<file path="config.mk">
export PLATFORM = sky130hd
export DESIGN_NAME = fmap_flatten_buffer_flat
export DESIGN_NICKNAME = d
export VERILOG_FILES = /design/src/rtl/fmap_flatten_buffer_if.sv /design/src/rtl/fmap_flatten_buffer.sv /design/src/flat_wrapper.sv
export SDC_FILE = /design/constraint.sdc
export NUM_CORES = 2
export LEC_CHECK = 0
export BUFFER_PORTS_ARGS = -buffer_cell sky130_fd_sc_hd__buf_2
export CORE_MARGIN = 4
export CORE_UTILIZATION = 25
export CTS_CLUSTER_SIZE = 30
export DETAILED_ROUTE_END_ITERATION = 10
export GPL_ROUTABILITY_DRIVEN = 0
export GPL_TIMING_DRIVEN = 1
export HOLD_SLACK_MARGIN = 0.15
export PLACE_DENSITY_LB_ADDON = 0.1
export SYNTH_ARGS = -nofsm -noshare
export SYNTH_HDL_FRONTEND = slang
export SYNTH_SLANG_ARGS = --single-unit
</file>
<file path="constraint.sdc">
create_clock -name clk -period 67.4 [get_ports clk]
set_input_delay 3.37 -clock clk [delete_from_list [all_inputs] [get_ports clk]]
set_output_delay 3.37 -clock clk [all_outputs]
set_load 0.01 [all_outputs]
</file>
<file path="src/rtl/fmap_flatten_buffer_if.sv">
// Column-capture and flattened-stream bus of fmap_flatten_buffer.
// slave = the buffer itself, master = the conv/pool producer plus FC consumer.
interface fmap_flatten_buffer_if #(
   parameter int DATA_WIDTH   = 16,
   parameter int NUM_CHANNELS = 8,
   parameter int COL_SIZE     = 5,
   parameter int NUM_COLS     = 5,
   parameter int IDX_W        = $clog2(NUM_CHANNELS * NUM_COLS * COL_SIZE)
);
   logic                                                  valid_in;
   logic [NUM_CHANNELS-1:0][COL_SIZE-1:0][DATA_WIDTH-1:0] input_columns;
   logic [DATA_WIDTH-1:0]                                 out_data;
   logic                                                  out_valid;
   logic                                                  out_ready;
   logic                                                  out_last;
   logic [IDX_W-1:0]                                      out_index;
   logic                                                  state_dbg;

   // An element transfers on a clock edge where out_valid && out_ready. Once
   // out_valid rises, out_data/out_index/out_last hold until that edge, and
   // out_valid never drops without a transfer. valid_in has no back-pressure:
   // a column arriving while its target bank is full is dropped.
   modport slave (
      input  valid_in, input_columns, out_ready,
      output out_data, out_valid, out_last, out_index, state_dbg
   );

   modport master (
      output valid_in, input_columns, out_ready,
      input  out_data, out_valid, out_last, out_index, state_dbg
   );
endinterface

</file>
<file path="src/rtl/fmap_flatten_buffer.sv">
// Collects pooled feature-map columns and streams the map channel-major to the FC stage.
// FMAP_FLATTEN_DOUBLE_BUF_EN defined: two banks (capture overlaps streaming); undefined: one bank.
module fmap_flatten_buffer #(
   parameter int DATA_WIDTH   = 16,
   parameter int NUM_CHANNELS = 8,
   parameter int COL_SIZE     = 5,
   parameter int NUM_COLS     = 5
) (
   input  logic                  clk,
   input  logic                  rst,
   fmap_flatten_buffer_if.slave  bus,
   output logic                  overflow,
   output logic                  busy
);
   localparam int TOTAL = NUM_CHANNELS * NUM_COLS * COL_SIZE;
   localparam int IDX_W = $clog2(TOTAL);
   localparam int CH_W  = (NUM_CHANNELS > 1) ? $clog2(NUM_CHANNELS) : 1;
   localparam int COL_W = (NUM_COLS > 1) ? $clog2(NUM_COLS) : 1;
   localparam int ROW_W = (COL_SIZE > 1) ? $clog2(COL_SIZE) : 1;

`ifdef FMAP_FLATTEN_DOUBLE_BUF_EN
   localparam int   NB          = 2;
   localparam logic BANK_TOGGLE = 1'b1;
`else
   localparam int   NB          = 1;
   localparam logic BANK_TOGGLE = 1'b0;
`endif

   localparam logic [CH_W-1:0]  CH_MAX  = CH_W'(NUM_CHANNELS - 1);
   localparam logic [COL_W-1:0] COL_MAX = COL_W'(NUM_COLS - 1);
   localparam logic [ROW_W-1:0] ROW_MAX = ROW_W'(COL_SIZE - 1);
   localparam logic [CH_W-1:0]  CH_ONE  = CH_W'(1);
   localparam logic [COL_W-1:0] COL_ONE = COL_W'(1);
   localparam logic [ROW_W-1:0] ROW_ONE = ROW_W'(1);
   localparam logic [IDX_W-1:0] IDX_ONE = IDX_W'(1);

   typedef enum logic {S_IDLE, S_STREAM} state_t;

   logic [DATA_WIDTH-1:0] mem [NB][NUM_CHANNELS][NUM_COLS][COL_SIZE];

   logic [1:0]       full;
   logic             wr_bank;
   logic [COL_W-1:0] wr_col;
   logic             accept;
   logic             release_bank;

   state_t           state, state_nx;
   logic             rd_bank, rd_bank_nx;
   logic [CH_W-1:0]  ch, ch_nx;
   logic [COL_W-1:0] col, col_nx;
   logic [ROW_W-1:0] row, row_nx;
   logic [IDX_W-1:0] idx, idx_nx;
   logic             at_last;

   assign accept = bus.valid_in && !full[wr_bank];

   // Storage carries no reset: the full flags alone decide what is readable.
   always_ff @(posedge clk) begin
      if (accept) begin
         for (int k = 0; k < NUM_CHANNELS; k++) begin
            for (int r = 0; r < COL_SIZE; r++) begin
               mem[wr_bank][k][wr_col][r] <= bus.input_columns[k][r];
            end
         end
      end
   end

   // Drop decision uses full[] as registered, even if the reader frees it this cycle.
   always_ff @(posedge clk) begin
      if (rst) begin
         full     <= '0;
         wr_bank  <= 1'b0;
         wr_col   <= '0;
         overflow <= 1'b0;
      end else begin
         if (bus.valid_in) begin
            if (!full[wr_bank]) begin
               if (wr_col == COL_MAX) begin
                  full[wr_bank] <= 1'b1;
                  wr_bank       <= wr_bank ^ BANK_TOGGLE;
                  wr_col        <= '0;
               end else begin
                  wr_col <= wr_col + COL_ONE;
               end
            end else begin
               overflow <= 1'b1;
            end
         end
         if (release_bank) full[rd_bank] <= 1'b0;
      end
   end

   always_ff @(posedge clk) begin
      if (rst) begin
         state   <= S_IDLE;
         rd_bank <= 1'b0;
         ch      <= '0;
         col     <= '0;
         row     <= '0;
         idx     <= '0;
      end else begin
         state   <= state_nx;
         rd_bank <= rd_bank_nx;
         ch      <= ch_nx;
         col     <= col_nx;
         row     <= row_nx;
         idx     <= idx_nx;
      end
   end

   assign at_last = (ch == CH_MAX) && (col == COL_MAX) && (row == ROW_MAX);

   always_comb begin
      state_nx      = state;
      rd_bank_nx    = rd_bank;
      ch_nx         = ch;
      col_nx        = col;
      row_nx        = row;
      idx_nx        = idx;
      release_bank  = 1'b0;
      bus.out_valid = 1'b0;
      bus.out_last  = 1'b0;
      case (state)
         S_IDLE: begin
            if (full[rd_bank]) begin
               state_nx = S_STREAM;
               ch_nx    = '0;
               col_nx   = '0;
               row_nx   = '0;
               idx_nx   = '0;
            end
         end
         S_STREAM: begin
            bus.out_valid = 1'b1;
            bus.out_last  = at_last;
            if (bus.out_ready) begin
               if (at_last) begin
                  // Returning to IDLE costs one bubble before the next map.
                  release_bank = 1'b1;
                  rd_bank_nx   = rd_bank ^ BANK_TOGGLE;
                  state_nx     = S_IDLE;
                  ch_nx        = '0;
                  col_nx       = '0;
                  row_nx       = '0;
                  idx_nx       = '0;
               end else begin
                  idx_nx = idx + IDX_ONE;
                  if (row == ROW_MAX) begin
                     row_nx = '0;
                     if (col == COL_MAX) begin
                        col_nx = '0;
                        ch_nx  = ch + CH_ONE;
                     end else begin
                        col_nx = col + COL_ONE;
                     end
                  end else begin
                     row_nx = row + ROW_ONE;
                  end
               end
            end
         end
         default: state_nx = S_IDLE;
      endcase
   end

   assign bus.out_data  = (state == S_STREAM) ? mem[rd_bank][ch][col][row] : '0;
   assign bus.out_index = idx;
   assign bus.state_dbg = (state == S_STREAM);
   assign busy          = (|full) || (wr_col != '0);
endmodule

</file>
<file path="src/flat_wrapper.sv">
// flat-port wrapper written by rule: the top's interface ports become plain ports
module fmap_flatten_buffer_flat 
#(
   parameter int DATA_WIDTH   = 16,
   parameter int NUM_CHANNELS = 8,
   parameter int COL_SIZE     = 5,
   parameter int NUM_COLS     = 5
)
  (clk, rst, overflow, busy, bus_valid_in, bus_input_columns, bus_out_ready, bus_out_data, bus_out_valid, bus_out_last, bus_out_index, bus_state_dbg);
  fmap_flatten_buffer_if #(.DATA_WIDTH(DATA_WIDTH), .NUM_CHANNELS(NUM_CHANNELS), .COL_SIZE(COL_SIZE), .NUM_COLS(NUM_COLS), .IDX_W((8))) bus_i ();
  input  logic clk;
  input  logic rst;
  output logic overflow;
  output logic busy;
  input wire logic [$bits(bus_i.valid_in)-1:0] bus_valid_in;
  input wire logic [$bits(bus_i.input_columns)-1:0] bus_input_columns;
  input wire logic [$bits(bus_i.out_ready)-1:0] bus_out_ready;
  output wire logic [$bits(bus_i.out_data)-1:0] bus_out_data;
  output wire logic [$bits(bus_i.out_valid)-1:0] bus_out_valid;
  output wire logic [$bits(bus_i.out_last)-1:0] bus_out_last;
  output wire logic [$bits(bus_i.out_index)-1:0] bus_out_index;
  output wire logic [$bits(bus_i.state_dbg)-1:0] bus_state_dbg;
  assign bus_i.valid_in = bus_valid_in;
  assign bus_i.input_columns = bus_input_columns;
  assign bus_i.out_ready = bus_out_ready;
  assign bus_out_data = bus_i.out_data;
  assign bus_out_valid = bus_i.out_valid;
  assign bus_out_last = bus_i.out_last;
  assign bus_out_index = bus_i.out_index;
  assign bus_state_dbg = bus_i.state_dbg;
  fmap_flatten_buffer #(.DATA_WIDTH(DATA_WIDTH), .NUM_CHANNELS(NUM_CHANNELS), .COL_SIZE(COL_SIZE), .NUM_COLS(NUM_COLS)) u_core (.clk(clk), .rst(rst), .bus(bus_i), .overflow(overflow), .busy(busy));
endmodule
</file>
Yosys cells after proc, flatten, opt, wreduce, memory -nomap -nowiden

Memories as Yosys holds them, arrays and structs flattened.
Index checks and enable logic that the tools add are counted.
Widths: inputs -> output; s select.

Bitwise logic cells: 6
Eq/ne operators: 9
Add/sub/neg operators: 5
Magnitude comparators: 5
Muxes and demuxes: 60
Reductions and logical operators: 16

Operator list:

| cell                | count |
|---|---|
| $mux 400            | 7 |
| $bmux 400 s3        | 1 |
| $demux 80 s3        | 5 |
| $bmux 80 s3         | 1 |
| $mux 80             | 3 |
| $mux 16             | 4 |
| $mux 64             | 1 |
| $bmux 16 s3         | 1 |
| $mux 48             | 1 |
| $mux 3              | 13 |
| $mux 32             | 1 |
| $mux 8              | 3 |
| $pmux 3 s2          | 3 |
| $ge 4x4->1 const B  | 4 |
| $not 3->4           | 4 |
| $pmux 8 s2          | 1 |
| $mux 1              | 13 |
| $add 3x1->3 const B | 4 |
| $eq 3x3->1 const B  | 4 |
| $ne 3x3->1 const B  | 3 |
| $reduce_bool 3->1   | 3 |
| $add 8x1->8 const B | 1 |
| $reduce_and 2->1    | 3 |
| $reduce_and 3->1    | 2 |
| 11 further kinds    | 15 |

Output and inout port bits: 29
Bits in registers: 24
Word-level logic and storage cells: 111
Bits in writable memories: 3,200
Bits of input ports: 644
Memories: 1

Memories:

| memory     | depth | bits a word | rd ports | clocked after memory_dff | write ports | RTL line                  | source |
|---|---|---|---|---|---|---|---|
| u_core.mem | 1     | 3,200       | 1        | 0                        | 40          | fmap_flatten_buffer.sv:39 | `logic [DATA_WIDTH-1:0] mem [NB][NUM_CHANNELS][NUM_COLS][COL_SIZE];` |

Longest topological paths before layout

Word-level depth: 11
Depth in mapped cells: 13
Mapped depth without buffers: 9

Worst setup path after synthesis

OpenSTA, ideal clock, no wires.

Path type: input-to-reg
Start point: in bus_valid_in
End point: mem u_core.mem[0][0] (netlist bit) (enable)
Arrival time: 49.369 ns
Library setup time: 2.561 ns
Path buffers: 0
Stages: 2
Slack: 15.470 ns
Data required time: 64.839 ns
Cells stage by stage: nand3_1 -> nor3b_1

RTL lines:

| element     | RTL line                  | source |
|---|---|---|
| from (decl) | flat_wrapper.sv:15        | `input wire logic [$bits(bus_i.valid_in)-1:0] bus_valid_in;` |
| to (decl)   | fmap_flatten_buffer.sv:39 |  |

Worst setup path in the final report

Start point: reg u_core.ch[0]
End point: out bus_out_data[14]

Word-level cells in the longest chain between the ends: 11

RTL lines:

| element                                      | RTL line                   | source |
|---|---|---|
| from (decl)                                  | fmap_flatten_buffer.sv:49  | `logic [CH_W-1:0] ch, ch_nx;` |
| from (signal assigned)                       | fmap_flatten_buffer.sv:104 | `ch <= ch_nx;` |
| $not 3->4 (implied by the code)              | fmap_flatten_buffer.sv:166 | `assign bus.out_data = (state == S_STREAM) ? mem[rd_bank][ch][col][row] : '0;` |
| $bmux 400 s3                                 | fmap_flatten_buffer.sv:166 |  |
| $mux 400 (implied by the code) (2 in series) | fmap_flatten_buffer.sv:166 |  |
| $bmux 80 s3                                  | fmap_flatten_buffer.sv:166 |  |
| $mux 80 (implied by the code) (2 in series)  | fmap_flatten_buffer.sv:166 |  |
| $bmux 16 s3                                  | fmap_flatten_buffer.sv:166 |  |
| $mux 16 (implied by the code) (2 in series)  | fmap_flatten_buffer.sv:166 |  |
| $mux 16                                      | fmap_flatten_buffer.sv:166 |  |
| to (decl)                                    | flat_wrapper.sv:18         | `output wire logic [$bits(bus_i.out_data)-1:0] bus_out_data;` |

Every way passes these cells. The select of a mux whose other input is x is not followed.

==> impl_metrics.env <==
export IMPL_r2r_setup_slack_ns=62.56
export IMPL_critPathTopFamily="compound AO/OA/AOI/OAI gates"
export IMPL_synth_area_leader_cell="edfxtp_1"
export IMPL_synth_nets=6026
export IMPL_port_buffers=672
export IMPL_yosysTopAreaCellShare_pct=78.0
export IMPL_core_sq_um=490000
export IMPL_die_area_sq_um=504000
export IMPL_insertion_delay_ns=0.99
export IMPL_cp_end_kind="output pin"
export IMPL_synth_area_top_cells="edfxtp_1, mux4_2, mux2i_1, nand2_1, a22oi_1"
export IMPL_grt_pass1_vias=64100
export IMPL_crit_chain="buf_4 > buf_12 > buf_12 > mux4_2 > a221oi_1 > a21oi_1 > a2111oi_2 > a311oi_1 > buf_4 > o41ai_1 > o211ai_1 > buf_2"
export IMPL_vias=61800
export IMPL_initial_core_util_pct=25.1
export IMPL_async_flop_share_pct=0
export IMPL_syn_inst=5373
export IMPL_final_antenna_net_count=0
export IMPL_regToRegEndpoint="u_core.mem[0][18]"
export IMPL_worstSetupStartpointType="flip-flop"
export IMPL_dieWidth_um=710
export IMPL_ys_seq_area_share_pct=78.4
export IMPL_drt_wl_total_um=451000
export IMPL_slew_limit_headroom_pct=11.6
export IMPL_drc=0
export IMPL_clk_transition_reported_paths_ns=0.06
export IMPL_min_delay_path_depth=2
export IMPL_hold_viol_final=0
export IMPL_grt_max_degree=141
export IMPL_rr_startpoint="u_core.wr_col[1]"
export IMPL_worst_pin_slew_ns=1.31
export IMPL_skew_ns=0.0679
export IMPL_maxCapViolations=0
export IMPL_synthFlopType="edfxtp_1"
export IMPL_cts_sinks=3223
export IMPL_critPathKind="reg2out"
export IMPL_syn_area_sq_um=123000
export IMPL_power_mw=4.40
export IMPL_yosys_warnings=0
export IMPL_synth_edf_count=3200
export IMPL_layout_cells_non_filler=13200
export IMPL_worstHoldStart="u_core.overflow"
export IMPL_yosysUniqueCellTypes=65
export IMPL_max_freq_ghz=0.0915
export IMPL_setup_violations=0
export IMPL_status="finished clean"
export IMPL_crit_cells=12
export IMPL_hpwl_um=299000
export IMPL_cp_num_buf_inv=5
export IMPL_yosysMostFrequentCell="edfxtp_1"
export IMPL_ys_seq_elements=3223
export IMPL_cts_root_buffer="clkbuf_16"
export IMPL_hold_path_class="reg2reg"
export IMPL_row_count=257
export IMPL_tns_ns=0
export IMPL_dpl_cell_area_sq_um=135000
export IMPL_ctsHoldBuffers=0
export IMPL_drive_above_1_share_pct=34.2
export IMPL_period_needed_ns=10.93
export IMPL_areaGrowthSynthToFinish_pct=19.3
export IMPL_rr_worst_depth=7
export IMPL_fin_crit_sh_pct=16.2
export IMPL_cts_resized=0
export IMPL_cts_buffer_depth=4
export IMPL_cts_buffers=382
export IMPL_p_leak_nw=45.9
export IMPL_critPathMaxFanout=81
export IMPL_first_iter_violations=5663
export IMPL_cts_tree="built"
export IMPL_first_pass_iters=6
export IMPL_grt_pass1_wl_um=596000
export IMPL_arrival_ns=7.56
export IMPL_netlist_top_cells_count="edfxtp_1, mux4_2, nand2_1"
export IMPL_ir_drop_mv=0.0256
export IMPL_syn_area_per_cell_sq_um=22.9
export IMPL_die_y_um=710
export IMPL_hold_path_end="u_core.overflow"
export IMPL_pwr_density_cell_nw_per_um2=30.0
export IMPL_dp_cells=12400
export IMPL_nets=6951
export IMPL_fin_hold_ws_ns=0.479
export IMPL_htreeDepth=5
export IMPL_final_cell_area_sq_um=147000
export IMPL_slew_violations=0
export IMPL_viasPerCell=4.69
export IMPL_cpMaxStageDelayCell="o41ai_1"
export IMPL_avgRoutedWirePerCell_um=34.2
export IMPL_cts_setup_buffers=0
export IMPL_io_pin_count=673
export IMPL_rsz0062_at_grt="false"
export IMPL_slowest_delay_ns=1.14
export IMPL_antenna_found_initial=360
export IMPL_cp_required_ns=64.03
export IMPL_overflow=0
export IMPL_track_usage_pct=17.5
tightest hold or removal path: stages (launching register included):
cell and delay [ns]:
dfxtp_1 0.33, a21oi_1 0.04, nor2_1 0.07
placed cells by master, fill, tap and decap left out, drive strengths merged, types with 9 or more instances in the layout:
cell / count
a2111oi: 15
a211oi: 21
a21oi: 65
a221oi: 12
a22o: 12
a22oi: 78
a31oi: 25
a32oi: 9
buf: 835
bufinv: 21
clkbuf: 472
clkinv: 180
clkinvlp: 14
dfxtp: 23
diode: 82
edfxtp: 3200
ha: 9
inv: 21
mux2: 35
mux2i: 135
mux4: 800
nand2: 158
nand2b: 11
nand3: 33
nand4: 13
nor2: 98
nor2b: 31
nor3: 31
o2111ai: 9
o211ai: 22
o21ai: 49
o221ai: 22
o22ai: 67
sequential cells by signal, summed over array words and instances, names as in the netlist:
name                  flops
u_core.bus.out_index      8
u_core.overflow           1
u_core.full               1
u_core.mem             3200
u_core.bus.state_dbg      1
u_core.ch                 3
u_core.row                3
u_core.wr_col             3
u_core.col                3
area by class of cell:
| type | instances | area, sq um |
|---|---|---|
| Antenna cell | 82 | 205 |
| Timing Repair Buffer | 835 | 4840 |
| Multi-Input combinational cell | 1846 | 25200 |
| Inverter | 10 | 55.1 |
| Clock inverter | 226 | 2010 |
| Fill cell | 47700 | 343000 |
| Tap cell | 6475 | 8100 |
| Sequential cell | 3223 | 96600 |
| Clock buffer | 472 | 9960 |
per-stage QoR:
| stage | util (%) | setup slack, ns |
|---|---|---|
| floorplan | - | 15.47 |
| global placement | 27.5 | 57.19 |
| detailed placement | 27.5 | 57.19 |
| CTS | 29.9 | 56.11 |
| global route | 29.9 | 55.95 |
| finish | 30.0 | 56.47 |
worst max-delay path by stage:
stage / startpoint / endpoint / slack [ns]
finish: u_core.ch[0] / bus_out_data[14] / 56.47
CTS: u_core.ch[0] / bus_out_data[14] / 56.11
detailed placement: u_core.ch[0] / bus_out_data[14] / 57.19
floorplan: bus_valid_in / u_core.mem[0][0] / 15.47
global placement: u_core.ch[0] / bus_out_data[14] / 57.19
global route: u_core.ch[0] / bus_out_data[14] / 55.95
power breakdown:
| group | total, mW | internal [mW] | switching, mW |
|---|---|---|---|
| Combinational | 0.127 | 0.0357 | 0.0913 |
| Sequential | 2.28 | 2.27 | 0.0118 |
| Clock | 1.99 | 1.13 | 0.858 |
kinds of logic after synthesis:
kind of cell,after synthesis,share of synthesized area (%)
AOI/OAI and AO/OA,447,2.53
muxes,970,16.0
adders and majority gates,9,0.0915
DFF,3223,78.4
and+or+nand+nor,411,1.51
xor gates and xnor gates,9,0.0640
buffers and inverters,304,1.34
routing by layer:
| metal | GRT usage [%] | wire (um) |
|---|---|---|
| met4 | 4.09 | 11300 |
| met1 | 23.1 | 189000 |
| met5 | 0 | 652 |
| met3 | 4.13 | 32000 |
| met2 | 29.0 | 218000 |
Note: power is estimated with default switching activity, not from simulation.
